<file path="config.mk">
export PLATFORM = sky130hd
export DESIGN_NAME = ps2_teclado_rx_flat
export DESIGN_NICKNAME = d
export VERILOG_FILES = /design/src/rtl/ps2_pkg.sv /design/src/rtl/ps2_teclado_rx_if.sv /design/src/rtl/ps2_filtro_flanco.sv /design/src/rtl/ps2_teclado_rx.sv /design/src/flat_wrapper.sv
export SDC_FILE = /design/constraint.sdc
export NUM_CORES = 1
export LEC_CHECK = 0
export CAP_MARGIN = 20
export CELL_PAD_IN_SITES_DETAIL_PLACEMENT = 0
export CELL_PAD_IN_SITES_GLOBAL_PLACEMENT = 1
export CORE_MARGIN = 2
export CORE_UTILIZATION = 47
export DETAILED_ROUTE_END_ITERATION = 10
export PLACE_DENSITY_LB_ADDON = 0.1
export SLEW_MARGIN = 15
export SYNTH_ARGS = -nofsm -noshare
export SYNTH_HDL_FRONTEND = slang
export SYNTH_SLANG_ARGS = --single-unit
export TNS_END_PERCENT = 100
</file>
<file path="constraint.sdc">
create_clock -name clk -period 3.7 [get_ports clk]
set_input_delay 0.37 -clock clk [delete_from_list [all_inputs] [get_ports clk]]
set_output_delay 0.37 -clock clk [all_outputs]
set_load 0.03 [all_outputs]
</file>
<file path="src/rtl/ps2_pkg.sv">
// Shared encodings and constants for the PS/2 keyboard receive path.
package ps2_pkg;

  typedef logic [1:0] ps2_state_t;

  localparam ps2_state_t ST_IDLE   = 2'd0;
  localparam ps2_state_t ST_DATA   = 2'd1;
  localparam ps2_state_t ST_PARITY = 2'd2;
  localparam ps2_state_t ST_STOP   = 2'd3;

  localparam logic [7:0] PS2_PREFIX_EXT = 8'hE0;
  localparam logic [7:0] PS2_PREFIX_BRK = 8'hF0;

  // start + 8 data + parity + stop
  localparam int PS2_FRAME_LEN = 11;
  localparam int PS2_DATA_BITS = PS2_FRAME_LEN - 3;

  // PS/2 uses odd parity: the 8 data bits plus parity must hold an odd count of ones.
  function automatic logic odd_parity_ok(input logic [7:0] d, input logic p);
    return ^{d, p};
  endfunction

endpackage

</file>
<file path="src/rtl/ps2_teclado_rx_if.sv">
// Result bus of the PS/2 receiver towards the PicoBlaze input mux.
interface ps2_teclado_rx_if;
  logic [7:0] dato_teclado;
  logic       tecla_ext;
  logic [7:0] rx_byte;
  logic       rx_done;
  logic       err_parity;
  logic       err_frame;

  modport master (
    output dato_teclado, tecla_ext, rx_byte, rx_done, err_parity, err_frame
  );

  modport slave (
    input dato_teclado, tecla_ext, rx_byte, rx_done, err_parity, err_frame
  );
endinterface

</file>
<file path="src/rtl/ps2_filtro_flanco.sv">
// Synchronises both PS/2 lines, glitch-filters the clock and flags each
// filtered falling edge with a one-cycle pulse.
module ps2_filtro_flanco #(
  parameter int FILTER_LEN = 8
) (
  input  logic clk,
  input  logic reset,
  input  logic ps2_clk,
  input  logic ps2_data,
  output logic fall,
  output logic data_sync
);

  localparam int CW = (FILTER_LEN > 1) ? $clog2(FILTER_LEN) : 1;

  logic [1:0]    clk_ff;
  logic [1:0]    data_ff;
  logic          clk_filt;
  logic [CW-1:0] cnt;

  always_ff @(posedge clk) begin
    if (reset) begin
      clk_ff   <= '1;
      data_ff  <= '1;
      clk_filt <= 1'b1;
      cnt      <= '0;
      fall     <= 1'b0;
    end else begin
      clk_ff  <= {clk_ff[0], ps2_clk};
      data_ff <= {data_ff[0], ps2_data};
      fall    <= 1'b0;
      // Counts consecutive samples disagreeing with the filtered level; any agreeing sample restarts it.
      if (clk_ff[1] == clk_filt) begin
        cnt <= '0;
      end else if (cnt == CW'(FILTER_LEN - 1)) begin
        clk_filt <= clk_ff[1];
        cnt      <= '0;
        fall     <= clk_filt;
      end else begin
        cnt <= cnt + 1'b1;
      end
    end
  end

  assign data_sync = data_ff[1];

endmodule

</file>
<file path="src/rtl/ps2_teclado_rx.sv">
// PS/2 device-to-host receiver: frame deserialiser, checks and make/break/E0
// decoding into a stable "key currently held" code.
module ps2_teclado_rx
  import ps2_pkg::*;
#(
  parameter int FILTER_LEN  = 8,
  parameter int TIMEOUT_CYC = 100000
) (
  input  logic                clk,
  input  logic                reset,
  input  logic                ps2_clk,
  input  logic                ps2_data,
  ps2_teclado_rx_if.master    rx_if
);

  localparam int TW = $clog2(TIMEOUT_CYC + 1);

  logic          fall;
  logic          data_sync;

  ps2_state_t    state;
  logic [2:0]    bit_cnt;
  logic [7:0]    shift_q;
  logic          par_q;
  logic [TW-1:0] to_cnt;

  logic [7:0]    dato_q;
  logic          ext_q;
  logic [7:0]    rx_byte_q;
  logic          rx_done_q;
  logic          err_parity_q;
  logic          err_frame_q;
  logic          pend_brk;
  logic          pend_ext;

  ps2_filtro_flanco #(
    .FILTER_LEN (FILTER_LEN)
  ) u_filtro (
    .clk       (clk),
    .reset     (reset),
    .ps2_clk   (ps2_clk),
    .ps2_data  (ps2_data),
    .fall      (fall),
    .data_sync (data_sync)
  );

  always_ff @(posedge clk) begin
    if (reset) begin
      state        <= ST_IDLE;
      bit_cnt      <= '0;
      shift_q      <= '0;
      par_q        <= 1'b0;
      to_cnt       <= '0;
      dato_q       <= '0;
      ext_q        <= 1'b0;
      rx_byte_q    <= '0;
      rx_done_q    <= 1'b0;
      err_parity_q <= 1'b0;
      err_frame_q  <= 1'b0;
      pend_brk     <= 1'b0;
      pend_ext     <= 1'b0;
    end else begin
      rx_done_q    <= 1'b0;
      err_parity_q <= 1'b0;
      err_frame_q  <= 1'b0;

      // A fall takes priority over an expiring timeout in the same cycle.
      if (fall) begin
        to_cnt <= '0;
        case (state)
          ST_IDLE: begin
            if (!data_sync) begin
              state   <= ST_DATA;
              bit_cnt <= '0;
            end else begin
              err_frame_q <= 1'b1;
            end
          end
          ST_DATA: begin
            shift_q <= {data_sync, shift_q[7:1]};
            bit_cnt <= bit_cnt + 1'b1;
            if (bit_cnt == 3'(PS2_DATA_BITS - 1)) state <= ST_PARITY;
          end
          ST_PARITY: begin
            par_q <= data_sync;
            state <= ST_STOP;
          end
          default: begin
            state <= ST_IDLE;
            if (!data_sync) begin
              err_frame_q <= 1'b1;
            end else if (!odd_parity_ok(shift_q, par_q)) begin
              err_parity_q <= 1'b1;
            end else begin
              rx_byte_q <= shift_q;
              rx_done_q <= 1'b1;
              if (shift_q == PS2_PREFIX_EXT) begin
                pend_ext <= 1'b1;
              end else if (shift_q == PS2_PREFIX_BRK) begin
                pend_brk <= 1'b1;
              end else begin
                if (!pend_brk) begin
                  dato_q <= shift_q;
                  ext_q  <= pend_ext;
                end else if (shift_q == dato_q && pend_ext == ext_q) begin
                  dato_q <= '0;
                  ext_q  <= 1'b0;
                end
                pend_brk <= 1'b0;
                pend_ext <= 1'b0;
              end
            end
          end
        endcase
      end else if (state != ST_IDLE) begin
        if (to_cnt == TW'(TIMEOUT_CYC - 1)) begin
          state       <= ST_IDLE;
          to_cnt      <= '0;
          err_frame_q <= 1'b1;
        end else begin
          to_cnt <= to_cnt + 1'b1;
        end
      end
    end
  end

  assign rx_if.dato_teclado = dato_q;
  assign rx_if.tecla_ext    = ext_q;
  assign rx_if.rx_byte      = rx_byte_q;
  assign rx_if.rx_done      = rx_done_q;
  assign rx_if.err_parity   = err_parity_q;
  assign rx_if.err_frame    = err_frame_q;

endmodule
</file>
<file path="src/flat_wrapper.sv">
// flat-port wrapper written by rule: the top's interface ports become plain ports
module ps2_teclado_rx_flat import ps2_pkg::*;
#(
  parameter int FILTER_LEN  = 8,
  parameter int TIMEOUT_CYC = 100000
)
  (clk, reset, ps2_clk, ps2_data, rx_if_dato_teclado, rx_if_tecla_ext, rx_if_rx_byte, rx_if_rx_done, rx_if_err_parity, rx_if_err_frame);
  ps2_teclado_rx_if rx_if_i ();
  input  logic clk;
  input  logic reset;
  input  logic ps2_clk;
  input  logic ps2_data;
  output wire logic [$bits(rx_if_i.dato_teclado)-1:0] rx_if_dato_teclado;
  output wire logic [$bits(rx_if_i.tecla_ext)-1:0] rx_if_tecla_ext;
  output wire logic [$bits(rx_if_i.rx_byte)-1:0] rx_if_rx_byte;
  output wire logic [$bits(rx_if_i.rx_done)-1:0] rx_if_rx_done;
  output wire logic [$bits(rx_if_i.err_parity)-1:0] rx_if_err_parity;
  output wire logic [$bits(rx_if_i.err_frame)-1:0] rx_if_err_frame;
  assign rx_if_dato_teclado = rx_if_i.dato_teclado;
  assign rx_if_tecla_ext = rx_if_i.tecla_ext;
  assign rx_if_rx_byte = rx_if_i.rx_byte;
  assign rx_if_rx_done = rx_if_i.rx_done;
  assign rx_if_err_parity = rx_if_i.err_parity;
  assign rx_if_err_frame = rx_if_i.err_frame;
  ps2_teclado_rx #(.FILTER_LEN(FILTER_LEN), .TIMEOUT_CYC(TIMEOUT_CYC)) u_core (.clk(clk), .reset(reset), .ps2_clk(ps2_clk), .ps2_data(ps2_data), .rx_if(rx_if_i));
endmodule
</file>
==> run summary, run 1 <==
Worst Path Max Fanout: 12
Reg clk slew, reported paths: 0.07 ns
Nets: 347
Met2 usage: 23.3%
Synth top area cells: dfxtp_1 44%, xor2_1 5.5%, ha_1 4.4%
Hold path start: u_core.u_filtro.data_ff[0]
Num CTS Buffers: 9
Final setup violation count: 0
Row cnt: 28
Fraction of layout cells with a size suffix above 1: 6.53%
WS Path Type: reg -> reg
Core area: 0.00589 mm²
Hold WC Path Type: reg -> reg
CTS tree: done
Int Power: 0.953 mW
Iter 0 DRT Violations: 96
Final period demand of the worst path: 2.30 ns
Vias: 2176
Mapped Cells: 321
Worst Tran Pin Value: 0.742 ns
Filler Cells Inserted: 572
WP data required: 3.90 ns
Vias per inst: 5.28
Syn Nets: 335
Pwr Density: 375 mW/mm²
Clock skew: 0.00886 ns
Main synth FF type: dfxtp_1
Maximum root-to-sink buffer count: 2
Avg WL per Cell: 13.1 µm
GR Overflow Total: 0
GRT met3 Usage: 4.62%
CP Cell Sequence: xor2_1 > xnor3_2 > xnor2_2 > or3_1 > o32ai_1
Initial antenna violation count: 0
Critical Path Sink Type: register
Routed WL: 5.40 mm
CP bufs+invs: 0
Clock share of power: 42.9%
Hold depth: 1
Final Hold Viols: 0
IO buf count: 23
Worst hold endpoint: u_core.u_filtro.data_ff[1]
Worst stage delay on the critical path: 0.51 ns
Initial Utilization: 48.3%
IO Count: 24
Worst path slowest cell: dfxtp_1
Sequential Power Share: 55.5%
Vias in the first global route: 1918
R2r setup slk: 1.40 ns
FFs w/ async S/R, synth: 0%
# clock sinks: 62
R2R cell count: 5
Status: completed
Post-synthesis sequential area ratio: 43.7%
RD Place Congestion: 0.747
Net Sw Frac: 21.3%
Area grow syn2layout: 13.6%
H-tree depth: 3
Yosys warns: 0
DRC: 0
Fmax: 435 MHz
Ant. Diodes: 0
Final Non-Filler Cells: 412
Static leakage: 1.18 nW
Synth top area share: 43.7%
Die H: 81.8 µm
Slew Viols, Final: 0
Switch Pwr: 0.258 mW
Die ar.: 0.00669 mm²
Type of origin of the critical path: register
Combinational share of power: 1.7%
Setup TNS: 0 ns
Post-layout util: 54.9%
Largest net degree at the start of global routing: 54
First-pass GRT wire length: 9.36 mm
Clock Tree Root: clkbuf_8
Fin crit share: 62.2%
Cell taking the most area after synthesis: dfxtp_1
M1 GR Usage: 28.3%
Top Family by Delay on Critical Path: XOR/XNOR gates
RSZ-0062 raised after global routing: false
Worst EP arrival: 2.50 ns
Cts hold-fix bufs: 0
Die width: 81.8 µm
Clk_lat worst skew: 0.34 ns
Yosys reg bits: 62
DP HPWL: 3.56 mm
Syn Std Cell Area: 0.00284 mm²
Maximum vdd drop: 0.271 mV
FF-to-FF End: u_core.rx_if.dato_teclado[5]
Gates resized, CTS repair: 0
Post-Syn Area per Cell: 8.86 µm²
Worst reg2reg path startpoint: u_core.shift_q[4]
Headroom to the max-slew limit: 50.4%
Synth cell types: 43
Total GRT Usage: 18.4%
EDFF count, synth: 0
Post-route ant nets: 0
Max cap viols: 0
Post-CTS Setup Repair Bufs: 0
Detailed Routing Iterations Pass 1: 4
GR peak layer: met1
Placed insts: 397
layout make-up:
class,instances,area [µm²],area share (%)
Multi-Input combinational cell,224,1440,44.6
Sequential cell,62,1240,38.4
Timing Repair Buffer,25,245,7.59
Clock buffer,14,163,5.04
Tap cell,75,93.8,2.91
Inverter,11,41.3,1.28
Clock inverter,1,5.00,0.155
per-layer routing:
layer  routed length [µm]  vias to the layer above  share of wire, %
met2                 2150                       30                40
met5                    0                        -                 0
li1                     -                     1113                 -
met3                  156                       10               2.9
met1                 2980                     1023                55
met4                  126                        0               2.3
power groups by stage:
stage	Clock (mW)	Combinational (mW)	Sequential, mW
after detailed placement	0	0.0202	0.687
after floorplan	0	0.0152	0.685
after global routing	0.565	0.0224	0.671
after CTS	0.533	0.0202	0.672
final	0.519	0.0200	0.672
after global placement	0	0.0205	0.686
kinds of logic after synthesis:
family / share of synthesized area (%)
AND/OR/NAND/NOR: 23.6
flip-flops: 43.7
AO/OA/AOI/OAI: 10.3
buffers and inverters: 5.68
XOR/XNOR: 11.3
adder cells (fa/ha/maj): 4.40
multiplexers: 1.06
cell usage in the layout (no fill, tap or decap), drive strengths merged, types with 2 or more instances in the layout:
cell,n
a21oi,21
a22oi,2
and2,4
and3,5
and4,2
buf,2
clkbuf,14
clkdlybuf4s50,23
dfxtp,62
ha,10
inv,11
mux2i,3
nand2,27
nand2b,11
nand3,22
nand4,6
nor2,29
nor2b,2
nor3,5
nor4,3
nor4bb,2
o21ai,10
o32ai,9
or2,4
xnor2,15
xor2,18
registers in the layout, summed over array words and instances (netlist names):
register	count
u_core.rx_if.rx_done	1
u_core.pend_brk	1
u_core.to_cnt	17
u_core.u_filtro.clk_ff	2
u_core.u_filtro.data_ff	2
u_core.pend_ext	1
u_core.rx_if.rx_byte	8
u_core.u_filtro.fall	1
u_core.state	2
u_core.par_q	1
u_core.rx_if.err_parity	1
u_core.rx_if.tecla_ext	1
u_core.rx_if.err_frame	1
u_core.bit_cnt	3
u_core.u_filtro.clk_filt	1
u_core.shift_q	8
u_core.u_filtro.cnt	3
u_core.rx_if.dato_teclado	8
per-stage QoR:
stage	setup WS, ns	area [µm²]	hold slack (ns)	total power, mW
2_1_floorplan	1.81	2840	0.389	0.700
3_3_place_gp	1.48	3060	0.391	0.707
3_5_place_dp	1.42	3060	0.399	0.707
4_1_cts	1.40	3230	0.416	1.22
5_1_grt	1.22	3230	0.423	1.26
6_report	1.40	3230	0.408	1.21
worst max-delay path by stage:
stage | cells past startpoint | startpoint | to
2_1_floorplan | 8 | u_core.state[0] | u_core.to_cnt[10]
3_3_place_gp | 5 | u_core.shift_q[4] | u_core.rx_if.dato_teclado[5]
3_5_place_dp | 5 | u_core.shift_q[4] | u_core.rx_if.dato_teclado[5]
4_1_cts | 5 | u_core.shift_q[4] | u_core.rx_if.dato_teclado[5]
5_1_grt | 5 | u_core.shift_q[4] | u_core.rx_if.dato_teclado[2]
6_report | 5 | u_core.shift_q[4] | u_core.rx_if.dato_teclado[5]
synth_stat cells, types with 2 or more instances:
master     n
nor2b_1    2
xnor2_1   14
and2_1     4
a21oi_1   21
nor4_1     3
dfxtp_1   62
ha_1      10
or2_2      4
nor3_1     5
nand3_1   22
nor2_1    29
inv_1     11
o32ai_1    9
buf_6      3
nand4_1    6
nor4bb_1   2
nand2b_1  11
a22oi_1    2
and4_1     2
o21ai_0   10
and3_1     5
nand2_1   27
xor2_1    18
buf_2      5
clkbuf_1  14
mux2i_1    3
(Power assumes the default switching activity.)
==> inputs of run 2 (changes only) <==
--- a/config.mk
+++ b/config.mk
@@ -9,7 +9,7 @@
 export CELL_PAD_IN_SITES_DETAIL_PLACEMENT = 0
 export CELL_PAD_IN_SITES_GLOBAL_PLACEMENT = 1
 export CORE_MARGIN = 2
-export CORE_UTILIZATION = 47
+export CORE_UTILIZATION = 44
 export DETAILED_ROUTE_END_ITERATION = 10
 export PLACE_DENSITY_LB_ADDON = 0.1
 export SLEW_MARGIN = 15
==> constraint.sdc (replaced) <==
create_clock -name clk -period 2.2 [get_ports clk]
set_input_delay 0.22 -clock clk [delete_from_list [all_inputs] [get_ports clk]]
set_output_delay 0.22 -clock clk [all_outputs]
set_load 0.03 [all_outputs]
==> run 2 against run 1 <==
  * Core utilization shrank 1.9 points
  * Final area grew 3.5%
  * Worst hold slack is essentially flat
  * Clock-buffer cell count shrank 4
  * Non-clock buffer count grew 12
  * Routed wire length grew 8.1%
  * Critical path type unchanged
  * Largest cell class unchanged
==> run summary, run 2 (same netlist as run 1, synthesis figures left out) <==
Filler Cells Inserted: 594 (was 572)
FF-to-FF End: u_core.rx_if.dato_teclado[2] (was u_core.rx_if.dato_teclado[5])
Die H: 84.4 µm (was 81.8 µm)
First-pass GRT wire length: 9.71 mm (was 9.36 mm)
IO Count: 24 (unchanged)
Vias in the first global route: 2018 (was 1918)
Fraction of layout cells with a size suffix above 1: 10.9% (was 6.53%)
Worst EP arrival: 2.23 ns (was 2.50 ns)
R2R cell count: 5 (unchanged)
Cts hold-fix bufs: 0 (unchanged)
Switch Pwr: 0.490 mW (was 0.258 mW)
Fmax: 506 MHz (was 435 MHz)
Worst reg2reg path startpoint: u_core.shift_q[0] (was u_core.shift_q[4])
Vias per inst: 5.15 (was 5.28)
Clock skew: 0.00850 ns (was 0.00886 ns)
Worst Path Max Fanout: 9 (was 12)
RD Place Congestion: 0.746 (was 0.747)
RSZ-0062 raised after global routing: false (unchanged)
Int Power: 1.57 mW (was 0.953 mW)
Die width: 84.4 µm (was 81.8 µm)
Status: completed (unchanged)
Area grow syn2layout: 17.6% (was 13.6%)
Hold WC Path Type: reg -> reg (unchanged)
Reg clk slew, reported paths: 0.07 ns (about the same)
Type of origin of the critical path: register (unchanged)
Initial antenna violation count: 0 (unchanged)
Clock share of power: 43.4% (was 42.9%)
WP data required: 2.45 ns (was 3.90 ns)
Worst hold endpoint: u_core.u_filtro.data_ff[1] (unchanged)
Setup TNS: 0 ns (unchanged)
Register bank with the most flops: u_core.to_cnt (unchanged)
WS Path Type: reg -> reg (unchanged)
Slew Viols, Final: 0 (unchanged)
Die ar.: 0.00712 mm² (was 0.00669 mm²)
Routed WL: 5.84 mm (was 5.40 mm)
Clk_lat worst skew: 0.34 ns (about the same)
Worst Tran Pin Value: 0.548 ns (was 0.742 ns)
Maximum root-to-sink buffer count: 2 (unchanged)
R2r setup slk: 0.22 ns (was 1.40 ns)
Avg WL per Cell: 13.7 µm (was 13.1 µm)
GR Overflow Total: 0 (unchanged)
Net Sw Frac: 23.7% (was 21.3%)
Row cnt: 29 (was 28)
# clock sinks: 62 (unchanged)
Largest net degree at the start of global routing: 43 (was 54)
CTS tree: done (unchanged)
Post-route ant nets: 0 (unchanged)
Detailed Routing Iterations Pass 1: 4 (unchanged)
Ant. Diodes: 0 (unchanged)
IO buf count: 23 (unchanged)
Core area: 0.00631 mm² (was 0.00589 mm²)
Static leakage: 1.24 nW (was 1.18 nW)
Final period demand of the worst path: 1.98 ns (was 2.30 ns)
Fin crit share: 89.9% (was 62.2%)
Vias: 2201 (was 2176)
Combinational share of power: 2.0% (was 1.7%)
Nets: 359 (was 347)
Maximum vdd drop: 0.400 mV (was 0.271 mV)
Headroom to the max-slew limit: 62.9% (was 50.4%)
Total GRT Usage: 17.1% (was 18.4%)
Max cap viols: 0 (unchanged)
H-tree depth: 3 (unchanged)
Final Hold Viols: 0 (unchanged)
Iter 0 DRT Violations: 96 (unchanged)
Pwr Density: 618 mW/mm² (was 375 mW/mm²)
Initial Utilization: 45.0% (was 48.3%)
Gates resized, CTS repair: 0 (unchanged)
Num CTS Buffers: 9 (unchanged)
Hold path start: u_core.u_filtro.data_ff[0] (unchanged)
Hold depth: 1 (unchanged)
Sequential Power Share: 54.7% (was 55.5%)
DP Worst Slack: 0.236 ns (was 1.42 ns)
Max reg flops: 17 (unchanged)
Post-CTS Setup Repair Bufs: 0 (unchanged)
Most frequent cells in the layout: 62 x dfxtp_1, 29 x nor2_1, 27 x nand2_1, 23 x clkdlybuf4s50_1, 22 x nand3_1 (unchanged)
Critical Path Sink Type: register (unchanged)
Final setup violation count: 0 (unchanged)
DP HPWL: 3.94 mm (was 3.56 mm)
Slack of the critical path: 0.222 ns (was 1.40 ns)
Commonest non-fill, non-tap cell in the layout: dfxtp_1 (unchanged)
DRC: 0 (unchanged)
Clock Tree Root: clkbuf_8 (unchanged)
-- run 2: changes by cell type in the layout (fill, tap and decap cells not counted) --
cell / delta
clkbuf_8: -1
buf_12: +1
clkinv_2: +2
clkbuf_1: -3
buf_4: +11
clkinvlp_4: +3
-- run 2: worst max-delay path by stage --
| stage | from | endpoint | slack [ns] | cells after the start |
|---|---|---|---|---|
| after floorplan | u_core.state[0] | u_core.to_cnt[10] | 0.31 | 8 |
| after global placement | u_core.shift_q[0] | u_core.rx_if.dato_teclado[4] | 0.32 | 5 |
| after detailed placement | u_core.shift_q[0] | u_core.rx_if.dato_teclado[1] | 0.24 | 5 |
| after CTS | u_core.shift_q[0] | u_core.rx_if.dato_teclado[4] | 0.23 | 5 |
| after global routing | u_core.shift_q[0] | u_core.rx_if.tecla_ext | 0.08 | 5 |
| final | u_core.shift_q[0] | u_core.rx_if.dato_teclado[2] | 0.22 | 5 |
-- run 2: final cells by class --
| type | instances | area [µm²] | share of cell area (%) |
|---|---|---|---|
| Tap cell | 77 | 96.3 | 2.88 |
| Clock inverter | 6 | 37.5 | 1.12 |
| Clock buffer | 10 | 138 | 4.12 |
| Sequential cell | 62 | 1240 | 37.1 |
| Timing Repair Buffer | 37 | 348 | 10.4 |
| Inverter | 11 | 41.3 | 1.24 |
| Multi-Input combinational cell | 224 | 1440 | 43.1 |
-- run 2: critical path, stage by stage (launching register included) --
cell and delay [ns]:
dfxtp_1 0.47, xnor2_1 0.18, xnor3_2 0.40, xnor2_2 0.17, or3_1 0.49, o32ai_1 0.18
-- run 2: power by group through the flow --
| stage | registers [mW] | clock network (mW) | logic (mW) |
|---|---|---|---|
| 6_report | 1.13 | 0.895 | 0.0409 |
| 5_1_grt | 1.13 | 0.973 | 0.0446 |
| 4_1_cts | 1.13 | 0.923 | 0.0412 |
| 3_5_place_dp | 1.15 | 0 | 0.0412 |
| 3_3_place_gp | 1.15 | 0 | 0.0415 |
| 2_1_floorplan | 1.15 | 0 | 0.0255 |
-- run 2: per-layer routing --
| metal | share of wire, % | track usage [%] | vias to the layer above |
|---|---|---|---|
| li1 | - | - | 1142 |
| met1 | 55 | 25.0 | 1016 |
| met2 | 40 | 23.9 | 37 |
| met3 | 3.6 | 4.72 | 6 |
| met4 | 1.4 | 6.49 | 0 |
| met5 | 0 | 0 | - |
-- run 2: metrics by stage --
step                      cells  hold slack (ns)  area (µm²)  total power, mW  utilization (%)
after global routing        427            0.444        3340             2.15             52.9
after detailed placement    411            0.394        3170             1.20             50.2
after floorplan             321            0.324        2840             1.18                -
after global placement      411            0.397        3170             1.20             50.2
after CTS                   427            0.410        3340             2.09             52.9
final                       427            0.409        3340             2.06             52.9
==> inputs of run 3 (changes only) <==
--- a/config.mk
+++ b/config.mk
@@ -10,6 +10,7 @@
 export CELL_PAD_IN_SITES_GLOBAL_PLACEMENT = 1
 export CORE_MARGIN = 2
 export CORE_UTILIZATION = 44
+export CTS_BUF_LIST = sky130_fd_sc_hd__clkbuf_16
 export DETAILED_ROUTE_END_ITERATION = 10
 export PLACE_DENSITY_LB_ADDON = 0.1
 export SLEW_MARGIN = 15
==> run 3 against run 2 <==
  * Core utilization grew 1.4 points
  * Final area increased by 2.7%
  * Maximum frequency decreased by 0.50%
  * Critical path type unchanged
  * Largest power group is now the clock network
==> run summary, run 3 (same netlist as run 1, synthesis figures left out) <==
Status: completed (unchanged)
Total GRT Usage: 17.3% (was 17.1%)
M1 GR Usage: 25.2% (was 25.0%)
Avg WL per Cell: 13.8 µm (was 13.7 µm)
Slew Viols, Final: 0 (unchanged)
Worst Path Max Fanout: 9 (unchanged)
Initial antenna violation count: 0 (unchanged)
Pwr Density: 708 mW/mm² (was 618 mW/mm²)
Routed WL: 5.89 mm (was 5.84 mm)
Critical Path Sink Type: register (unchanged)
Most frequent cells in the layout: 62 x dfxtp_1, 29 x nor2_1, 27 x nand2_1, 23 x clkdlybuf4s50_1, 22 x nand3_1 (unchanged)
CTS tree: done (unchanged)
Hold WC Path Type: reg -> reg (unchanged)
Final Hold Viols: 0 (unchanged)
RD Place Congestion: 0.746 (unchanged)
Clk_lat worst skew: 0.33 ns (was 0.34 ns)
Iter 0 DRT Violations: 75 (was 96)
Fmax: 503 MHz (was 506 MHz)
Vias in the first global route: 2042 (was 2018)
Cts hold-fix bufs: 0 (unchanged)
IO buf count: 23 (unchanged)
Worst path slowest cell: or3_1 (unchanged)
RSZ-0062 raised after global routing: false (unchanged)
Post-layout util: 54.4% (was 52.9%)
DRC: 0 (unchanged)
Final period demand of the worst path: 1.99 ns (was 1.98 ns)
Post-CTS Setup Repair Bufs: 0 (unchanged)
Multi-input logic area: 0.00144 mm² (unchanged)
# clock sinks: 62 (unchanged)
Post-route ant nets: 0 (unchanged)
IO Count: 24 (unchanged)
Filler Cells Inserted: 589 (was 594)
Gates resized, CTS repair: 0 (unchanged)
Vias per inst: 5.11 (was 5.15)
Max cap viols: 0 (unchanged)
Headroom to the max-slew limit: 63.0% (was 62.9%)
Commonest non-fill, non-tap cell in the layout: dfxtp_1 (unchanged)
Sequential Area: 0.00124 mm² (unchanged)
Maximum root-to-sink buffer count: 2 (unchanged)
Core area: 0.00631 mm² (unchanged)
Ant. Diodes: 0 (unchanged)
Die ar.: 0.00712 mm² (unchanged)
GR Overflow Total: 0 (unchanged)
Vias: 2182 (was 2201)
Worst stage delay on the critical path: 0.49 ns (about the same)
Setup TNS: 0 ns (unchanged)
Fin crit share: 90.4% (was 89.9%)
Detailed Routing Iterations Pass 1: 4 (unchanged)
Worst Tran Pin Value: 0.547 ns (was 0.548 ns)
Type of origin of the critical path: register (unchanged)
CP Cell Sequence: xnor2_1 > xnor3_2 > xnor2_2 > or3_1 > o32ai_1 (unchanged)
Num CTS Buffers: 9 (unchanged)
First-pass GRT wire length: 9.80 mm (was 9.71 mm)
Die width: 84.4 µm (unchanged)
Area grow syn2layout: 20.8% (was 17.6%)
Placed insts: 411 (unchanged)
Final Non-Filler Cells: 427 (unchanged)
Clock skew: 0.00605 ns (was 0.00850 ns)
WP data required: 2.42 ns (was 2.45 ns)
Largest net degree at the start of global routing: 43 (unchanged)
Static leakage: 1.28 nW (was 1.24 nW)
H-tree depth: 3 (unchanged)
Clock Tree Root: clkbuf_16 (was clkbuf_8)
GRT met3 Usage: 3.83% (was 4.72%)
Max reg flops: 17 (unchanged)
WS Path Type: reg -> reg (unchanged)
Initial Utilization: 45.0% (unchanged)
Worst EP arrival: 2.21 ns (was 2.23 ns)
Row cnt: 29 (unchanged)
Die H: 84.4 µm (unchanged)
Nets: 359 (unchanged)
Met2 usage: 24.0% (was 23.9%)
Reg clk slew, reported paths: 0.05 ns (was 0.07 ns)
GR peak layer: met1 (unchanged)
R2r setup slk: 0.21 ns (was 0.22 ns)
DP HPWL: 3.94 mm (unchanged)
Fraction of layout cells with a size suffix above 1: 10.6% (was 10.9%)
Register bank with the most flops: u_core.to_cnt (unchanged)
Maximum vdd drop: 0.433 mV (was 0.400 mV)
Final setup violation count: 0 (unchanged)
[run 3: changes by cell type in the layout (fill, tap and decap cells not counted), sizes merged]
cell,before,now
clkbuf,10,9
clkinv,3,4
[run 3: power by group]
part | internal (mW) | total (mW) | switching [mW]
registers | 1.13 | 1.13 | 0.00295
logic | 0.0169 | 0.0411 | 0.0242
clock network | 0.750 | 1.26 | 0.510
[run 3: path summary, 6_finish.rpt]
| kind | from | endpoint | cells after the start |
|---|---|---|---|
| min | u_core.u_filtro.data_ff[0] | u_core.u_filtro.data_ff[1] | 1 |
| min reg2reg | u_core.u_filtro.data_ff[0] | u_core.u_filtro.data_ff[1] | 1 |
| max | u_core.shift_q[0] | u_core.rx_if.dato_teclado[4] | 5 |
| max reg2reg | u_core.shift_q[0] | u_core.rx_if.dato_teclado[4] | 5 |
[run 3: metrics by stage]
step           power, mW  hold slack (ns)  setup WS (ns)  area, µm²
2_1_floorplan       1.18            0.324          0.313       2840
3_3_place_gp        1.20            0.397          0.316       3170
3_5_place_dp        1.20            0.394          0.236       3170
4_1_cts             2.46            0.406          0.207       3430
5_1_grt             2.51            0.440         0.0782       3430
6_report            2.43            0.406          0.212       3430
[run 3: worst max-delay path, delay by kind of cell, from the launching register on]
kind                      cells  cell delay [ns]
DFF                           1             0.46
xor gates and xnor gates      3             0.75
AOI/OAI and AO/OA             1             0.18
and+or+nand+nor               1             0.49
[run 3: layout make-up]
class | instances | share of cell area (%)
Inverter | 11 | 1.20
Timing Repair Buffer | 37 | 10.1
Clock inverter | 7 | 1.20
Tap cell | 77 | 2.81
Clock buffer | 9 | 6.56
Sequential cell | 62 | 36.2
Multi-Input combinational cell | 224 | 41.9
[run 3: routing by layer]
metal | share of wire, % | routed length, µm | vias to the layer above
li1 | - | - | 1142
met1 | 56 | 3270 | 1003
met2 | 40 | 2330 | 29
met3 | 2.7 | 157 | 8
met4 | 2.1 | 124 | 0
met5 | 0 | 0 | -
